`src/rtl/rf_wb_pkg.sv`:
```
// Shared types and constants for the register-file write-back arbiter.
package rf_wb_pkg;

  // One register-file write request.
  typedef struct packed {
    logic [4:0]  a3;
    logic [31:0] wd;
    logic [31:0] pc;
  } wb_req_t;

  localparam logic [4:0] REG_ZERO      = 5'd0;
  localparam int         DEFAULT_DEPTH = 4;

  // A query matches only if it names a real register ($0 is never tracked).
  function automatic logic addr_hit(input logic [4:0] q, input logic [4:0] a);
    return (q != REG_ZERO) && (q == a);
  endfunction

endpackage

```
`src/rtl/rf_wb_fifo.sv`:
```
// Small synchronous FIFO of write requests for multiply/divide results.
// Pointers wrap modulo DEPTH (power of two); occupancy is kept explicitly.
// Every entry's a3 and valid bit are exported for the decode busy compare.
module rf_wb_fifo
  import rf_wb_pkg::*;
#(
  parameter int DEPTH = DEFAULT_DEPTH
) (
  input  logic                      Clk,
  input  logic                      Reset,
  input  logic                      push,
  input  wb_req_t                   push_data,
  input  logic                      pop,
  output wb_req_t                   head,
  output logic [$clog2(DEPTH):0]    count,
  output logic [DEPTH-1:0]          ent_valid,
  output logic [DEPTH-1:0][4:0]     ent_a3
);

  localparam int AW = $clog2(DEPTH);
  localparam int CW = AW + 1;

  wb_req_t        mem [DEPTH];
  logic [AW-1:0]  rd_ptr;
  logic [AW-1:0]  wr_ptr;
  logic           do_push;
  logic           do_pop;

  // Guard against overflow/underflow locally, so pointers never collide.
  assign do_push = push && (count != CW'(DEPTH));
  assign do_pop  = pop && (count != '0);
  assign head    = mem[rd_ptr];

  // Storage, pointers, per-entry valid bits and occupancy.
  always_ff @(posedge Clk or negedge Reset) begin
    if (!Reset) begin
      for (int i = 0; i < DEPTH; i++) mem[i] <= '0;
      ent_valid <= '0;
      rd_ptr    <= '0;
      wr_ptr    <= '0;
      count     <= '0;
    end else begin
      if (do_push) begin
        mem[wr_ptr]       <= push_data;
        ent_valid[wr_ptr] <= 1'b1;
        wr_ptr            <= wr_ptr + 1'b1;
      end
      if (do_pop) begin
        ent_valid[rd_ptr] <= 1'b0;
        rd_ptr            <= rd_ptr + 1'b1;
      end
      case ({do_push, do_pop})
        2'b10:   count <= count + 1'b1;
        2'b01:   count <= count - 1'b1;
        default: count <= count;
      endcase
    end
  end

  // Flatten entry destinations for the busy compare.
  always_comb begin
    for (int i = 0; i < DEPTH; i++) ent_a3[i] = mem[i].a3;
  end

endmodule

```
`src/rtl/rf_wb_arbiter.sv`:
```
// Write-back arbiter owning the single register-file write port.
// Priority: pipeline W-stage write, then FIFO head, else idle.
// Optional macro RF_WB_MD_BYPASS_EN lets an MD result arriving at an empty,
// otherwise idle arbiter skip the FIFO and load the output register directly.
//
// MD handshake: a result transfers on a rising edge where MD_Valid and
// MD_Ready are both 1; MD_Ready depends only on registered occupancy, never
// on MD_Valid or on a same-cycle pop.
module rf_wb_arbiter
  import rf_wb_pkg::*;
#(
  parameter int DEPTH = DEFAULT_DEPTH
) (
  input  logic                   Clk,
  input  logic                   Reset,
  input  logic                   W_Wr,
  input  logic [4:0]             W_A3,
  input  logic [31:0]            W_WD,
  input  logic [31:0]            W_PC,
  input  logic                   MD_Valid,
  output logic                   MD_Ready,
  input  logic [4:0]             MD_A3,
  input  logic [31:0]            MD_WD,
  input  logic [31:0]            MD_PC,
  input  logic [4:0]             Q_A1,
  input  logic [4:0]             Q_A2,
  input  logic [4:0]             Q_A3,
  output logic                   Q_Busy,
  output logic                   RF_Wr,
  output logic [4:0]             RF_A3,
  output logic [31:0]            RF_WD,
  output logic [31:0]            RF_PC,
  output logic [$clog2(DEPTH):0] MD_Count
);

  localparam int CW = $clog2(DEPTH) + 1;

  wb_req_t              head;
  wb_req_t              md_req;
  wb_req_t              rf_q;
  logic [DEPTH-1:0]     ent_valid;
  logic [DEPTH-1:0][4:0] ent_a3;
  logic                 pipe_wr;
  logic                 md_hs;
  logic                 md_keep;
  logic                 bypass;
  logic                 do_pop;
  logic                 do_push;

  assign md_req   = '{a3: MD_A3, wd: MD_WD, pc: MD_PC};
  assign MD_Ready = Reset && (MD_Count < CW'(DEPTH));
  assign md_hs    = MD_Valid && MD_Ready;
  // Results for $0 are accepted but dropped.
  assign md_keep  = md_hs && (MD_A3 != REG_ZERO);
  // A write to $0 from the pipeline is no write; the FIFO may drain then.
  assign pipe_wr  = W_Wr && (W_A3 != REG_ZERO);
  assign do_pop   = !pipe_wr && (MD_Count != '0);

`ifdef RF_WB_MD_BYPASS_EN
  assign bypass = md_keep && !pipe_wr && (MD_Count == '0);
`else
  assign bypass = 1'b0;
`endif

  assign do_push = md_keep && !bypass;

  rf_wb_fifo #(.DEPTH(DEPTH)) u_fifo (
    .Clk       (Clk),
    .Reset     (Reset),
    .push      (do_push),
    .push_data (md_req),
    .pop       (do_pop),
    .head      (head),
    .count     (MD_Count),
    .ent_valid (ent_valid),
    .ent_a3    (ent_a3)
  );

  // Output register: load one source per cycle; payload holds when idle.
  always_ff @(posedge Clk or negedge Reset) begin
    if (!Reset) begin
      RF_Wr <= 1'b0;
      rf_q  <= '0;
    end else if (pipe_wr) begin
      RF_Wr <= 1'b1;
      rf_q  <= '{a3: W_A3, wd: W_WD, pc: W_PC};
    end else if (do_pop) begin
      RF_Wr <= 1'b1;
      rf_q  <= head;
    end else if (bypass) begin
      RF_Wr <= 1'b1;
      rf_q  <= md_req;
    end else begin
      RF_Wr <= 1'b0;
    end
  end

  assign RF_A3 = rf_q.a3;
  assign RF_WD = rf_q.wd;
  assign RF_PC = rf_q.pc;

  // Busy if any nonzero query names a buffered or not-yet-committed write.
  always_comb begin
    Q_Busy = 1'b0;
    for (int i = 0; i < DEPTH; i++) begin
      if (ent_valid[i] && (addr_hit(Q_A1, ent_a3[i]) || addr_hit(Q_A2, ent_a3[i]) ||
                           addr_hit(Q_A3, ent_a3[i])))
        Q_Busy = 1'b1;
    end
    if (RF_Wr && (addr_hit(Q_A1, RF_A3) || addr_hit(Q_A2, RF_A3) || addr_hit(Q_A3, RF_A3)))
      Q_Busy = 1'b1;
  end

endmodule

```
`config.mk`:
```
export PLATFORM = sky130hd
export DESIGN_NAME = rf_wb_arbiter
export DESIGN_NICKNAME = d
export VERILOG_FILES = /design/src/rtl/rf_wb_pkg.sv /design/src/rtl/rf_wb_fifo.sv /design/src/rtl/rf_wb_arbiter.sv
export SDC_FILE = /design/constraint.sdc
export NUM_CORES = 1
export LEC_CHECK = 0
export ABC_AREA = 1
export CAP_MARGIN = 10
export CORE_ASPECT_RATIO = 1.1
export CORE_MARGIN = 8
export CORE_UTILIZATION = 40
export DETAILED_ROUTE_END_ITERATION = 7
export PLACE_DENSITY = 0.7
export SLEW_MARGIN = 20
export SYNTH_ARGS = -nofsm -noshare
export SYNTH_HDL_FRONTEND = slang
export SYNTH_SLANG_ARGS = --single-unit
export TNS_END_PERCENT = 10
```
`constraint.sdc`:
```
create_clock -name Clk -period 3.45 [get_ports Clk]
set_input_delay 0.5175 -clock Clk [delete_from_list [all_inputs] [get_ports Clk]]
set_output_delay 0.5175 -clock Clk [all_outputs]
set_load 0.005 [all_outputs]
```
# After elaboration in Yosys (flattened, before gate mapping)
# Index checks and enable logic that the tools add are counted.
[totals]
reg_bits = 357
output_inout_bits = 75
wordCells = 126
[op_classes]
addsub = 4
magnitude_cmp = 8
eq_ne = 18
muxes = 22
bitwise_logic = 5
n_reduce_logical = 49
[op_table]
columns = ["op", "count"]
rows = [
  ["$mux W69", 5],
  ["$bwmux W276", 1],
  ["$bmux W69 S2", 1],
  ["$demux W69 S2", 1],
  ["$eq A5 B5 Y1", 15],
  ["$logic_and A1 B1 Y1", 30],
  ["$reduce_bool A5 Y1", 5],
  ["$logic_or A1 B1 Y1", 10],
  ["$mux W1", 9],
  ["$mux W4", 2],
  ["$ge A3 B3 Y1 const B", 2],
  ["$lt A2 B3 Y1 const B", 2],
  ["$not A2 Y3", 2],
  ["$pmux W3 S2", 1],
  ["$add A2 B1 Y2 const B", 2],
  ["$and A4 B4 Y4", 1],
  ["$demux W1 S2", 2],
  ["$ge A2 B1 Y1 const B", 2],
  ["$not A4 Y4", 1],
  ["$or A4 B4 Y4", 1],
  ["$reduce_bool A2 Y1", 2],
  ["$add A3 B1 Y3 const B", 1],
  ["$lt A3 B1 Y1 const B", 1],
  ["$lt A3 B3 Y1 const B", 1],
  ["other kinds (6)", 6],
]

# Logic depth before layout (Yosys ltp)
# Gate-level depths: netlist of the first run.
[depth]
word_depth = 10
depth_mapped = 12
depth_no_buf = 11

# Cells and area by module
# Synthesis of the first run repeated with hierarchy kept, for this count alone.
[unflattened]
cells_unflattened = 2046
area_unflattened_um2 = 16868.7
[modules_own_cells]
columns = ["mod", "n_inst", "cells_per_inst", "area_per_inst_um2", "seq_area_each_um2"]
rows = [
  ["rf_wb_fifo", 1, 1440, 12587.1, 7181.9],
  ["rf_wb_arbiter", 1, 606, 4281.6, 1751.7],
]

# Worst setup path before layout of the first run
# OpenSTA, ideal clock, no wires.
[synth_path]
path_kind = "input to register"
from = "input W_A3[2]"
to = "register u_fifo.count[2]"
arrival_time_ns = 2.141
t_required_ns = 3.319
path_slack_ns = 1.178
cell_stages = 12
path_cell_list = "nor3_1 > nand2_1 > nand2_1 > nand2_2 > inv_2 > buf_2 > ha_1 > inv_1 > fa_1 > a21oi_1 > o21ai_0 > xor2_1"
[synth_via]
elab_chain_cells = 7
elab_cells_between_ends = 9
[synth_rtl]
columns = ["item", "line_no", "text"]
rows = [
  ["start, declared", "rf_wb_arbiter.sv:17", "input logic [4:0] W_A3,"],
  ["$reduce_bool A5 Y1 *", "rf_wb_arbiter.sv:56", "assign pipe_wr = W_Wr && (W_A3 != REG_ZERO);"],
  ["$logic_and A1 B1 Y1 *", "rf_wb_arbiter.sv:56", ""],
  ["$logic_not A1 Y1 *", "rf_wb_arbiter.sv:57", "assign do_pop = !pipe_wr && (MD_Count != '0);"],
  ["$logic_and A1 B1 Y1 *", "rf_wb_arbiter.sv:57", ""],
  ["$logic_and A1 B1 Y1 *", "rf_wb_fifo.sv:31", "assign do_pop = pop && (count != '0);"],
  ["$eq A2 B1 Y1 / $eq A2 B2 Y1 (equally long branches)", "rf_wb_fifo.sv:52", "case ({do_push, do_pop})"],
  ["$pmux W3 S2 / $reduce_bool A2 Y1 (equally long branches)", "n/a", ""],
  ["end signal, assigned", "rf_wb_fifo.sv:53", "2'b10: count <= count + 1'b1;"],
  ["end signal, assigned", "rf_wb_fifo.sv:54", "2'b01: count <= count - 1'b1;"],
  ["end signal, assigned", "rf_wb_fifo.sv:55", "default: count <= count;"],
  ["end, declared", "rf_wb_fifo.sv:15", "output logic [$clog2(DEPTH):0] count,"],
]
# Every way passes the cells marked *; elsewhere a longest branch is shown, timed or not.
# A chain may end at the register's enable or synchronous reset.

# Worst setup path in the final report of the first run
[layout_path]
from = "input Q_A3[0]"
to = "output Q_Busy"
[layout_via]
elab_chain_cells = 9
elab_cells_between_ends = 26
[layout_rtl]
columns = ["item", "line_no", "text"]
rows = [
  ["start, declared", "rf_wb_arbiter.sv:27", "input logic [4:0] Q_A3,"],
  ["$eq A5 B5 Y1 / $reduce_bool A5 Y1 (equally long branches)", "rf_wb_pkg.sv:16", "return (q != REG_ZERO) && (q == a);"],
  ["$logic_and A1 B1 Y1", "rf_wb_pkg.sv:16", ""],
  ["$logic_or A1 B1 Y1", "rf_wb_arbiter.sv:106", "if (ent_valid[i] && (addr_hit(Q_A1, ent_a3[i]) || addr_hit(Q_A2, ent_a3[i]) ||"],
  ["$logic_and A1 B1 Y1", "rf_wb_arbiter.sv:106", ""],
  ["$mux W1 (4 in series)", "rf_wb_arbiter.sv:106", ""],
  ["$mux W1 *", "rf_wb_arbiter.sv:110", "if (RF_Wr && (addr_hit(Q_A1, RF_A3) || addr_hit(Q_A2, RF_A3) || addr_hit(Q_A3, RF_A3)))"],
  ["end, declared", "rf_wb_arbiter.sv:28", "output logic Q_Busy,"],
]
# Marks and branches as above.

==> results of run 1 <==
## power groups by stage
stage                     sequential (mW)  clock, mW  combinational, mW
after global routing                 7.58       4.70               7.78
after CTS                            7.32       4.54               6.93
after detailed placement             7.37          0               6.87
final                                7.34       4.44               6.82
after floorplan                      7.06          0               4.38
after global placement               7.29          0               6.73
## per-layer routing
| layer | wire [um] | vias to the layer above |
|---|---|---|
| li1 | - | 6957 |
| met4 | 1020 | 2 |
| met2 | 23600 | 365 |
| met1 | 22000 | 6891 |
| met3 | 2590 | 69 |
| met5 | 13 | - |
## what timing repair did
item                                   in CTS  in global routing
hold buffers                                1                  0
buffers inserted                            0                  0
gates resized for setup                     0                  0
endpoints found under the hold margin      32                  0
## worst max-delay path, stage by stage
cell                              delay, ns
sky130_fd_sc_hd__clkdlybuf4s50_1       0.57
sky130_fd_sc_hd__nor2_1                0.23
sky130_fd_sc_hd__nand3b_1              0.23
sky130_fd_sc_hd__nand2_1               0.12
sky130_fd_sc_hd__inv_1                 0.04
sky130_fd_sc_hd__nand3_1               0.06
sky130_fd_sc_hd__nand3_1               0.06
sky130_fd_sc_hd__nand2_1               0.08
sky130_fd_sc_hd__nand2_1               0.05
sky130_fd_sc_hd__nor2_1                0.08
sky130_fd_sc_hd__nand2_1               0.05
sky130_fd_sc_hd__clkdlybuf4s50_1       0.44
## registers in the layout (all words and copies together), names as in the netlist
signal and count:
u_fifo.mem 256, RF_PC 32, RF_WD 32, u_fifo.ent_a3 20, RF_A3 5, u_fifo.ent_valid 4, u_fifo.count 3, u_fifo.rd_ptr 2
u_fifo.wr_ptr 2, RF_Wr 1
## cell type report
type	instances	area, um2
well taps	567	709
clock buffers	58	1190
flip-flops and latches	357	8940
inverters	151	574
multi-input cells	1407	6730
fillers	4043	21100
clock inverters	12	185
repair buffers	270	2700
diodes	1	2.50
## cells in the mapped netlist
master	n	area (um2)
sky130_fd_sc_hd__inv_2	6	22.5
sky130_fd_sc_hd__ha_1	9	113
sky130_fd_sc_hd__buf_2	53	265
sky130_fd_sc_hd__nor3_1	2	10.0
sky130_fd_sc_hd__nor2_4	1	11.3
sky130_fd_sc_hd__clkbuf_1	62	233
sky130_fd_sc_hd__nand3_1	54	270
sky130_fd_sc_hd__o21ai_0	411	2060
sky130_fd_sc_hd__and3_2	1	7.51
sky130_fd_sc_hd__inv_1	144	541
sky130_fd_sc_hd__fa_1	1	20.0
sky130_fd_sc_hd__o21ai_1	35	175
sky130_fd_sc_hd__o22ai_1	20	125
sky130_fd_sc_hd__buf_4	13	97.6
sky130_fd_sc_hd__or2_2	1	6.26
sky130_fd_sc_hd__nor2_8	1	20.0
sky130_fd_sc_hd__nand2_1	547	2050
sky130_fd_sc_hd__xnor2_1	37	324
sky130_fd_sc_hd__nand2_4	1	11.3
sky130_fd_sc_hd__buf_1	3	11.3
sky130_fd_sc_hd__a21oi_1	76	380
sky130_fd_sc_hd__clkinv_1	1	3.75
sky130_fd_sc_hd__dfrtp_1	357	8930
sky130_fd_sc_hd__o211ai_1	1	7.51
sky130_fd_sc_hd__buf_6	12	135
sky130_fd_sc_hd__o311ai_0	6	52.6
sky130_fd_sc_hd__nor2_1	141	529
sky130_fd_sc_hd__clkbuf_2	4	20.0
sky130_fd_sc_hd__nand3b_1	3	22.5
sky130_fd_sc_hd__nand2_2	1	6.26
sky130_fd_sc_hd__nor2_2	1	6.26
sky130_fd_sc_hd__nand3_2	1	10.0
sky130_fd_sc_hd__xor2_1	33	289
sky130_fd_sc_hd__nor3_2	1	10.0
sky130_fd_sc_hd__o21ai_2	22	193
## stage by stage
| stage | hold slack, ns | power [mW] | instances | utilization |
|---|---|---|---|---|
| 6_report | 0.437 | 18.6 | 2823 | 0.500 |
| 5_1_grt | 0.452 | 20.1 | 2822 | 0.499 |
| 4_1_cts | 0.430 | 18.8 | 2822 | 0.499 |
| 3_5_place_dp | 0.404 | 14.2 | 2751 | 0.467 |
| 3_3_place_gp | 0.404 | 14.0 | 2751 | 0.467 |
| 2_1_floorplan | 0.222 | 11.4 | 2062 | - |
## worst paths after layout
check,startpoint,endpoint,slack (ns),cells past startpoint
worst min-delay path,Reset,u_fifo.mem[190]$_DFFE_PN0P_,0.44,2
min in group Clk,u_fifo.mem[228]$_DFFE_PN0P_,u_fifo.mem[228]$_DFFE_PN0P_,0.48,2
worst min register to register,u_fifo.mem[228]$_DFFE_PN0P_,u_fifo.mem[228]$_DFFE_PN0P_,0.48,2
worst max-delay path,Q_A3[0],Q_Busy,0.38,12
worst max register to register,u_fifo.count[0]$_DFFE_PN0P_,u_fifo.count[1]$_DFFE_PN0P_,1.11,9
max in group asynchronous,Reset,u_fifo.rd_ptr[1]$_DFFE_PN0N_,1.13,4
## cells by family after synthesis
family          count (synthesis)  share of synthesized area
flops                         357                      0.526
xor+xnor                       70                     0.0361
simple gates                  756                      0.175
fa+ha+maj                      10                    0.00781
buf+inv                       298                     0.0783
compound gates                571                      0.176
==> results.txt, run 1 <==
- The run finished with clean final reports.
- Root cell of the clock tree: sky130_fd_sc_hd__clkbuf_16
- For this run the aggregate overflow at the end of global routing stands at 0.
- H-tree level count: 2
- The tool flagged a number of max-cap violations equal to 0.
- Across the routed clock network, the largest skew measured is roughly 0.011 ns.
- The critical path in this run is classified as input pin to output port.
* Height of the die: ~230 um
* Switching share of power: 0.364
- Combinational power share: 0.367
- For the pin with the worst max-slew slack, the measured transition is 1.08 ns.
- Sort of element at the start of the critical path: input pin
* Final setup violation count: 0
- Number of warnings printed during yosys synthesis: 0
* Clk sinks: roughly 360
* F_max: 326 MHz
- Routed via count: roughly 14000
- After legalization and detailed placement, the total HPWL measured 31800 um.
* Number of I/O pins: 232
* Minimum clock period: 3.07 ns
* Die width: 212 um
* Initial Util: 0.403
- Critical path peak fanout: 6
* Die Area: 0.0493 mm2
- The number of global-route vias before repair is 14200.
- Per-cell routed wire length: 17.4 um
- The average instance in the mapped netlist occupies 8.23 um2.
* Number of max-slew violations in the final report: 0
- After the last flow step, the layout net total stands at between 2000 and 2500.
- In the post-route analysis, the smallest setup slack over all paths is around 0.38 ns.
- After detailed routing, the total wire length is between 40000 and 50000 um.
* Post-Synthesis Net Count: between 2000 and 2500
* CTS buffer count: 39
* # DRC: 0
- Number of iterations in the first detailed-routing pass: 5
- Share of the yosys chip area belonging to registers: 0.526
- The finished cells cover 0.0210 mm2.
- STA classifies the critical path endpoint as an output port.
- Initial DRC Count: between 1000 and 1500
- Antenna violations before repair: 3
- The top cell types in the final layout, fill and taps aside, are sky130_fd_sc_hd__nand2_1, sky130_fd_sc_hd__o21ai_0, sky130_fd_sc_hd__dfrtp_1.
- After clock tree synthesis, the clock-pin slew on the worst setup and hold paths is around 0.060 ns.
- Met2 demand-to-capacity share in global routing: 0.333
- The path class of the tightest hold or removal check is input pin to asynchronous set/reset pin.
* Clock network power share: 0.239
- Clock latency on the worst-skew pair, taken at its later pin, is 0.53 ns.
- The mapped netlist covers 0.0170 mm2.
* Synthesized flop and latch total: between 300 and 400
* # rows: 79
- Area growth from synthesis to layout: 23.9%
- In this run, distinct cell masters in the synthesized netlist total 35.
* CTS Buffer Depth: 3
* Required time of the critical path: between 2 and 3 ns
* Share of post-route cells with drive strength above 1: 0.0639
- Post-detailed-placement cell area: roughly 0.020 mm2
- Headroom to the max-slew limit came out at 0.280.
* Summed negative setup slack over all endpoints: 0 ns
* Number of instances in the synthesized netlist: slightly above 2000
* CTS tree: done
- RSZ-0062 raised after global routing: no
- The count of buffers added on input and output ports is 231.
- Of the total power, registers draw 0.394.
* Gp weighted congestion: 0.838
* Met3 Resource Use GR: 0.0335
* Place WS: between 0.3 and 0.4 ns
- After detailed routing, the number of vias per cell comes to just over 5.
* Global-route usage over all layers: 0.199
* Total core area: 0.0421 mm2
* First-pass GRT wire length: a little under 80000 um
- STA puts the critical path data arrival time at 2.55 ns.
- Total internal power: 11.8 mW
- Commonest non-fill, non-tap cell in the layout: sky130_fd_sc_hd__nand2_1
- For this design the static power due to leakage is slightly below 10 nW.
- Dividing the final minimum period by the clock period gives 0.890.
- The number of hold violations in the final report was 0.
- Maximum ir drop on the vdd rail: 0.815 mV
- The count of nets left with antenna violations once routing finished came out at 0.
* Busiest layer in global routing: met2
* Switching power: 6.78 mW
- Cell area power density: around 880 mW/mm2
- Entering global routing, the biggest net connects about 180 pins.
- For met1 alone, demand over resource in global routing was 0.266.
Note: power is estimated with default switching activity, not from simulation.
==> inputs of run 2 (changes only) <==
--- a/config.mk
+++ b/config.mk
@@ -15,5 +15,6 @@
 export SLEW_MARGIN = 20
 export SYNTH_ARGS = -nofsm -noshare
 export SYNTH_HDL_FRONTEND = slang
+export SYNTH_HIERARCHICAL = 1
 export SYNTH_SLANG_ARGS = --single-unit
 export TNS_END_PERCENT = 10
==> run 2 against run 1 <==
Net effect: worst setup slack got worse by 0.067 ns; clock skew rose by 0.0063 ns; non-clock buffer count down 6; clock-buffer cell count unchanged; clock power is 6.1% lower; fmax down 2.1%; sequential cell count unchanged; global-route usage down 0.86 points; critical path depth stayed put; critical path type unchanged; critical endpoint unchanged.
==> results.txt, run 2 <==
* Worst hold path class: input pin to asynchronous set/reset pin
* Async set or reset register ratio after synthesis: 1.00 (unchanged)
* Initial Util: 0.402 (-0.00152)
* Post-cts repair resize count: 0 (unchanged)
- Most used flip-flop cell after synthesis: sky130_fd_sc_hd__dfrtp_1
- The net count of the mapped netlist was 2213 (-0.72%).
- The detailed-route wire length per cell was 17.0 um (-2.4%).
* Reg power frac: 0.400 (+0.006)
- Largest net degree at the start of global routing: 164 (-8.4%)
- The placer congestion estimate came to 0.871 (+4.0%).
* Share of post-route cells with drive strength above 1: 0.0469 (-0.0169)
- The total congestion overflow was 0 (unchanged).
- Clk sinks: 357 (unchanged)
- Total internal power: 11.7 mW (-1.4%)
- Clock latency on the worst-skew pair: 0.53 ns (about the same)
* Die width: 212 um (-0.28%)
- Reg with most FFs: u_fifo/mem
- Ranked by instance count, the synthesized netlist is headed by sky130_fd_sc_hd__nand2_1, sky130_fd_sc_hd__o21ai_0, sky130_fd_sc_hd__dfrtp_1.
* Most common cell in the netlist: sky130_fd_sc_hd__nand2_1
- Final period util: 0.910 (+0.0193)
- The number of hold violations in the final report is 0 (unchanged).
- Number of warnings printed during yosys synthesis: 6 (+6)
- The number of max-cap violations was 0 (unchanged).
- Sort of element at the start of the critical path: input pin
- Final instance count without filler cells: 2785 (-1.3%)
* Overall power after layout: 18.4 mW (-1.1%)
- The total net switching power is 6.72 mW (-0.76%).
* # rows: 79 (unchanged)
- Yosys attributes the largest share of cell area to sky130_fd_sc_hd__dfrtp_1, sky130_fd_sc_hd__nand2_1, sky130_fd_sc_hd__o21ai_0.
- The switching part of the total power is 0.366 (+0.00138).
* Root cell of the clock tree: sky130_fd_sc_hd__clkbuf_16
- The total standard cell area after synthesis is 0.0169 mm2 (-0.61%).
* Area growth from synthesis to layout: 23.0%
* Clock network power share: 0.227 (-0.012)
* Proportion of netlist area held by the largest area contributor: 0.530 (+0.00324)
- The total number of vias was 14300 (+0.35%).
* Final setup violation count: 0 (unchanged)
- Leakage power of the design: 9.66 nW (-1.3%)
- The number of global-route vias before repair came to 14500 (+1.9%).
* Total core area: 0.0420 mm2 (-0.23%)
- The number of fill cells in the layout was 3963 (-2.0%).
- The count of boundary I/O pins came to 232 (unchanged).
- The clock slew at the register clock pins of the worst setup and hold paths was 0.06 ns (about the same).
- Commonest non-fill, non-tap cell in the layout: sky130_fd_sc_hd__nand2_1
- Cts-stage hold buffer count: 0 (-1)
- Footprint of the flip-flops and latches: 0.00894 mm2 (about the same)
- Flip-flop count of the largest register after layout: 256 (unchanged)
* Die Area: 0.0490 mm2 (-0.57%)
- The arrival time of data at the critical path endpoint is 2.62 ns (+0.07 ns).
- EDFF count, synth: 0 (unchanged)
- IO buf count: 231 (unchanged)
* Initial DRC Count: 1152 (-2.8%)
* Placed cell count: 2717 (-1.2%)
- TritonCTS built the clock tree.
- In the layout the commonest cells are sky130_fd_sc_hd__nand2_1, sky130_fd_sc_hd__o21ai_0, sky130_fd_sc_hd__dfrtp_1.
- The routed via count divided by cell count was 5.15 (+1.7%).
- Area of the multi-input gates: 0.00665 mm2 (-1.3%)
- The highest fanout seen on the critical path was 6 (unchanged).
* Required time of the critical path: 2.93 ns (about the same)
* Maximum ir drop on the vdd rail: 0.414 mV (-49%)
* Summed negative setup slack over all endpoints: 0 ns (unchanged)
- The number of H-tree levels came to 2 (unchanged).
- Combinational power share: 0.373 (+0.006)
* Number of setup buffers added after CTS: 0 (unchanged)
* Final antenna-violating net count: 0 (unchanged)
- The initial antenna violation count is 1 (-2).
* Critical path class: input pin to output port
- The number of synthesized register bits is 357 (unchanged).
- Worst max-slew margin expressed relative to the limit: 0.390 (+0.111)
- The distinct cell type count of the synthesized netlist is 27 (-23%).
* Hold WS: 0.237 ns (-0.200 ns)
* Cell area power density: 886 mW/mm2 (+0.24%)
- Height of the die: 231 um (-0.28%)
* Number of max-slew violations in the final report: 0 (unchanged)
- Mean post-synth cell area: 8.24 um2 (+0.17%)
- The final setup skew is 0.0174 ns (+0.00632 ns).
* Number of iterations in the first detailed-routing pass: 5 (unchanged)
* # DRC: 0 (unchanged)
- Share of the yosys chip area belonging to registers: 0.530 (+0.00324)
* First-pass GRT wire length: 76200 um (-3.5%)
- CTS Buffer Depth: 3 (unchanged)
* Slew of the pin with the lowest slew margin: 0.914 ns (-0.166 ns)
- The final wirelength came to 47400 um (-3.7%).
* Detailed placer's ending HPWL: 30000 um (-5.5%)
* Critical path endpoint category: output port
* Global-route usage over all layers: 0.191 (-0.00862)
- The number of standard cells after synthesis came to 2046 (-0.78%).
* Result of the run: complete, no violations
- The number of nets in the layout came to 2357 (-1.5%).
- The final critical path time including I/O delays and setup was 3.14 ns (+0.0667 ns).
* RSZ-0062 raised after global routing: no
- The clock buffer count from CTS was 38 (-2.6%).
- sky130_fd_sc_hd__dfrtp_1 takes more of the synthesized area than any other cell.
- F_max: 319 MHz (-2.1%)
## run 2: cell types whose count changed in the layout (fill, tap and decap cells not counted), moves of 5 or more
cell	previous run	this run
sky130_fd_sc_hd__a21oi_1	76	0
sky130_fd_sc_hd__o22ai_1	20	69
sky130_fd_sc_hd__nor2_1	141	178
sky130_fd_sc_hd__inv_1	143	108
sky130_fd_sc_hd__nand2_1	547	578
sky130_fd_sc_hd__nand3_1	53	80
sky130_fd_sc_hd__o21ai_2	22	0
sky130_fd_sc_hd__o21ai_1	35	18
sky130_fd_sc_hd__o21ai_0	411	398
sky130_fd_sc_hd__buf_4	31	19
sky130_fd_sc_hd__xor2_1	33	25
sky130_fd_sc_hd__buf_12	7	14
sky130_fd_sc_hd__xnor2_1	37	44
sky130_fd_sc_hd__o311ai_0	6	1
## run 2: through the flow
stage / cell area [um2] / setup WS (ns) / utilization
3_5_place_dp: 19500 / 0.298 / 0.463
2_1_floorplan: 16900 / 0.965 / -
4_1_cts: 20700 / 0.290 / 0.494
6_report: 20700 / 0.312 / 0.494
3_3_place_gp: 19500 / 0.274 / 0.463
5_1_grt: 20700 / 0.102 / 0.494
## run 2: routing by layer
metal,vias to the layer above,share of wire,track usage,wire [um]
met5,-,0,0,0
met4,0,0.022,0.0558,1020
met3,72,0.060,0.0326,2850
met2,435,0.49,0.327,23100
met1,6933,0.43,0.244,20500
li1,6894,-,-,-
## run 2: layout make-up
cell class	count	share of cell area
repair buffers	264	0.132
well taps	567	0.0342
inverters	113	0.0206
diodes	1	0.000121
flip-flops and latches	357	0.431
clock buffers	58	0.0559
clock inverters	9	0.00591
multi-input cells	1416	0.320
## run 2: final timing paths
kind / start / to / slack (ns) / depth (start not counted)
max in group asynchronous: Reset / u_fifo/mem[56]$_DFFE_PN0P_ / 1.81 / 3
max reg2reg: u_fifo/count[2]$_DFFE_PN0P_ / u_fifo/mem[86]$_DFFE_PN0P_ / 0.95 / 8
min reg2reg: u_fifo/mem[107]$_DFFE_PN0P_ / u_fifo/mem[107]$_DFFE_PN0P_ / 0.48 / 2
min in group Clk: u_fifo/mem[107]$_DFFE_PN0P_ / u_fifo/mem[107]$_DFFE_PN0P_ / 0.48 / 2
max: Q_A3[1] / Q_Busy / 0.31 / 12
min: Reset / RF_PC[17]$_DFFE_PN0P_ / 0.24 / 2
## run 2: logic make-up after synthesis
logic type | after synthesis | synth area share
XOR/XNOR | 69 | 0.0358
flip-flops | 357 | 0.530
AO/OA/AOI/OAI | 489 | 0.151
adder cells (fa/ha/maj) | 10 | 0.00786
AND/OR/NAND/NOR | 848 | 0.198
buffers and inverters | 273 | 0.0783
## run 2: worst max-delay path, cell delays in order
cell	delay [ns]
sky130_fd_sc_hd__clkdlybuf4s50_1	0.57
sky130_fd_sc_hd__nor2_1	0.22
sky130_fd_sc_hd__nand2_1	0.07
sky130_fd_sc_hd__nor2_1	0.31
sky130_fd_sc_hd__nor2_1	0.09
sky130_fd_sc_hd__nand2_1	0.06
sky130_fd_sc_hd__nand3_1	0.07
sky130_fd_sc_hd__nand2_1	0.07
sky130_fd_sc_hd__inv_1	0.04
sky130_fd_sc_hd__nor2_1	0.10
sky130_fd_sc_hd__nand2_1	0.05
sky130_fd_sc_hd__clkdlybuf4s50_1	0.44
## run 2: power groups by stage
stage | logic, mW | clock network [mW] | registers, mW
5_1_grt | 7.74 | 4.44 | 7.61
4_1_cts | 6.93 | 4.27 | 7.36
2_1_floorplan | 4.58 | 0 | 7.05
3_5_place_dp | 6.88 | 0 | 7.40
6_report | 6.86 | 4.17 | 7.36
3_3_place_gp | 6.72 | 0 | 7.32
==> inputs of run 3 (changes only) <==
--- a/config.mk
+++ b/config.mk
@@ -11,7 +11,7 @@
 export CORE_MARGIN = 8
 export CORE_UTILIZATION = 40
 export DETAILED_ROUTE_END_ITERATION = 7
-export PLACE_DENSITY = 0.7
+export PLACE_DENSITY = 0.58
 export SLEW_MARGIN = 20
 export SYNTH_ARGS = -nofsm -noshare
 export SYNTH_HDL_FRONTEND = slang
==> run 3 against run 2 <==
Net effect: critical path depth is the same; final cell count shrank 0.11%; non-clock buffer count down 3; critical endpoint unchanged; highest routed layer unchanged; clock power up 1%; largest cell class unchanged; worst setup slack better by 0.027 ns; first-iteration DRC count decreased by 14%.
==> results.txt, run 3 (synthesized netlist as in run 2, its figures left out) <==
* First-pass GRT wire length: 76300 um (+0.15%)
- The hold-fix buffer count after cts was 0 (unchanged).
- Area growth from synthesis to layout: 23.0% (about the same)
* Max-cap check violation count: 0 (unchanged)
- Most used cells in the layout excluding fill and tap cells: sky130_fd_sc_hd__nand2_1, sky130_fd_sc_hd__o21ai_0, sky130_fd_sc_hd__dfrtp_1
- Cell area power density: 887 mW/mm2 (about the same)
- The chip width came to 212 um (unchanged).
- Result of the run: complete, no violations
- The flop-to-flop setup slack came to 1.04 ns (+0.09 ns).
- Minimum clock period: 3.11 ns (-0.0265 ns)
* Largest net degree at the start of global routing: 184 (+12%)
- Height of the die: 231 um (unchanged)
* Critical-path top delay cell: sky130_fd_sc_hd__clkdlybuf4s50_1
- Final antenna-violating net count: 0 (unchanged)
- The critical path in this run is classified as input pin to output port.
- The kind of cell with the highest combined delay along the critical path is simple AND/OR/NAND/NOR gates.
- Combinational power share: 0.371 (-0.002)
- Critical path endpoint category: output port
- Number of I/O pins: 232 (unchanged)
- The total core area was 0.0420 mm2 (unchanged).
* Die Area: 0.0490 mm2 (unchanged)
* Post-detailed-placement cell area: 0.0194 mm2 (about the same)
* Share of post-route cells with drive strength above 1: 0.0447 (-0.00221)
- Depth of the most critical reg-to-reg path: 9 (+1)
* Drt via density: 5.04 (-2.1%)
- Switching share of power: 0.364 (-0.00207)
* Clock network power share: 0.229 (+0.002)
- The slew of the pin with the lowest slew margin came to 1.10 ns (+0.182 ns).
* Global route overflow: 0 (unchanged)
- The effective utilization at floorplan came to 0.402 (unchanged).
* Clock edge transition at the registers on the reported setup and hold paths: 0.06 ns (about the same)
* Number of buffer and inverter stages on the critical path: 2 (-1)
- The iteration count of the initial detailed-routing pass came to 6 (+1).
- Flip-flop count of the largest register after layout: 256 (unchanged)
- The endpoint identified for the worst register-to-register timing path is u_fifo/count[1]$_DFFE_PN0P_.
* CTS buffer count: 39 (+2.6%)
* Total internal power: 11.7 mW (+0.34%)
- The clock sink count came to 357 (unchanged).
* Clk_skew: 0.00741 ns (-0.00996 ns)
* Switching power: 6.69 mW (-0.55%)
* CTS Buffer Depth: 3 (unchanged)
- Worst endpoint data arrival time: 2.59 ns (-0.03 ns)
* # DRC: 0 (unchanged)
- Number of setup buffers added after CTS: 0 (unchanged)
- The reported leakage power was 9.65 nW (about the same).
- The signal on the critical path passes through clkdlybuf4s50_1 -> nor2_1 -> nand2_1 -> nor2_1 -> nor2_1 -> nand2_1 -> nand3_1 -> nand2_1 -> nand2_1 -> nor2_1 -> nand2_1 -> clkdlybuf4s50_1.
- The post-route fraction of the period consumed by the critical path is 0.902 (-0.00768).
- The total chip power came to 18.4 mW (about the same).
- The number of design-rule violations left by the first detailed-router iteration came to 993 (-14%).
* Post-cts repair resize count: 0 (unchanged)
- The clock network latency to the later pin of the worst-skew pair was 0.53 ns (about the same).
* Required time of the critical path: 2.93 ns (about the same)
- The initial antenna violation count was 0 (-1).
- The highest fanout seen on the critical path came to 7 (+1).
- The final standard cell utilization of the core was 0.494 (about the same).
- The all-layer global routing usage is 0.192 (+0.00160).
* Worst flop-to-flop path startpoint: u_fifo/count[2]$_DFFE_PN0P_
- CTS tree: done
- IO buf count: 231 (unchanged)
- Endpoints failing hold: 0 (unchanged)
* Maximum ir drop on the vdd rail: 0.481 mV (+16%)
* Summed negative setup slack over all endpoints: 0 ns (unchanged)
- The placer congestion estimate is 0.868 (-0.39%).
- The tree is rooted in a sky130_fd_sc_hd__clkbuf_16.
- The worst hold slack across all endpoints came to 0.177 ns (-0.0598 ns).
- The maximum clock rate was 321 MHz (+0.85%).
- RSZ-0062 raised after global routing: no
- Antenna cells: 0 (-1)
* Most frequent cell on the critical path: sky130_fd_sc_hd__nand2_1
* Commonest non-fill, non-tap cell in the layout: sky130_fd_sc_hd__nand2_1
- Worst hold path class: input pin to asynchronous set/reset pin
- Reg power frac: 0.400 (about the same)
- Routed via count: 14000 (-2.2%)
* Net count reported at finish: 2355 (-0.085%)
* Reg with most FFs: u_fifo/mem
* Detailed placer's ending HPWL: 30000 um (about the same)
- The count of pins over their slew limit came to 0 (unchanged).
- The setup violation total in the final timing report was 0 (unchanged).
* # rows: 79 (unchanged)
- STA classifies the critical path startpoint as an input pin.
- The final wirelength is 47900 um (+1.0%).
- Worst max-slew margin expressed relative to the limit: 0.269 (-0.121)
* Per-cell routed wire length: 17.2 um (+1.1%)
- The number of H-tree levels was 2 (unchanged).
* Critical path's largest stage delay: 0.58 ns (about the same)
- The number of global-route vias before repair came to 13800 (-4.9%).
* Design Area, Final: 0.0207 mm2 (about the same)
-- run 3: cell types whose count changed in the layout (fill, tap and decap cells not counted) --
cell                       delta
sky130_fd_sc_hd__clkbuf_1     +3
sky130_fd_sc_hd__buf_4        -4
sky130_fd_sc_hd__clkbuf_8     +1
sky130_fd_sc_hd__diode_2      -1
sky130_fd_sc_hd__buf_12       +1
sky130_fd_sc_hd__clkinv_2     -3
-- run 3: power by group through the flow --
| stage | sequential (mW) | clock, mW | combinational, mW |
|---|---|---|---|
| finish | 7.35 | 4.21 | 6.83 |
| detailed placement | 7.40 | 0 | 6.90 |
| global route | 7.61 | 4.48 | 7.75 |
| CTS | 7.36 | 4.33 | 6.94 |
| global placement | 7.36 | 0 | 6.81 |
| floorplan | 7.05 | 0 | 4.58 |
-- run 3: layer usage --
metal	share of wire	GRT usage	up-vias
met5	0	0	-
met4	0.015	0.0441	0
met1	0.46	0.260	6745
li1	-	-	6876
met3	0.052	0.0304	45
met2	0.48	0.321	353
-- run 3: worst max path at each step --
stage                                  end  cells after the start  startpoint  slack, ns
6_report                            Q_Busy                     12     Q_A3[0]       0.34
2_1_floorplan  u_fifo/count[2]$_DFFE_PN0P_                     15     W_A3[4]       0.97
5_1_grt                             Q_Busy                     12     Q_A3[0]       0.14
3_5_place_dp                        Q_Busy                     12     Q_A3[0]       0.31
4_1_cts                             Q_Busy                     12     Q_A3[1]       0.31
3_3_place_gp                        Q_Busy                     12     Q_A3[1]       0.30
-- run 3: layout make-up --
class | count | area (um2)
Fill cell | 4115 | 21300
Sequential cell | 357 | 8940
Multi-Input combinational cell | 1416 | 6650
Timing Repair Buffer | 261 | 2730
Clock buffer | 62 | 1180
Tap cell | 567 | 709
Inverter | 113 | 427
Clock inverter | 6 | 108
-- run 3: per-stage QoR --
step / setup WS, ns / std cells
after floorplan: 0.965 / 2046
after detailed placement: 0.315 / 2714
after global routing: 0.144 / 2782
after CTS: 0.314 / 2782
after global placement: 0.298 / 2714
final: 0.339 / 2782
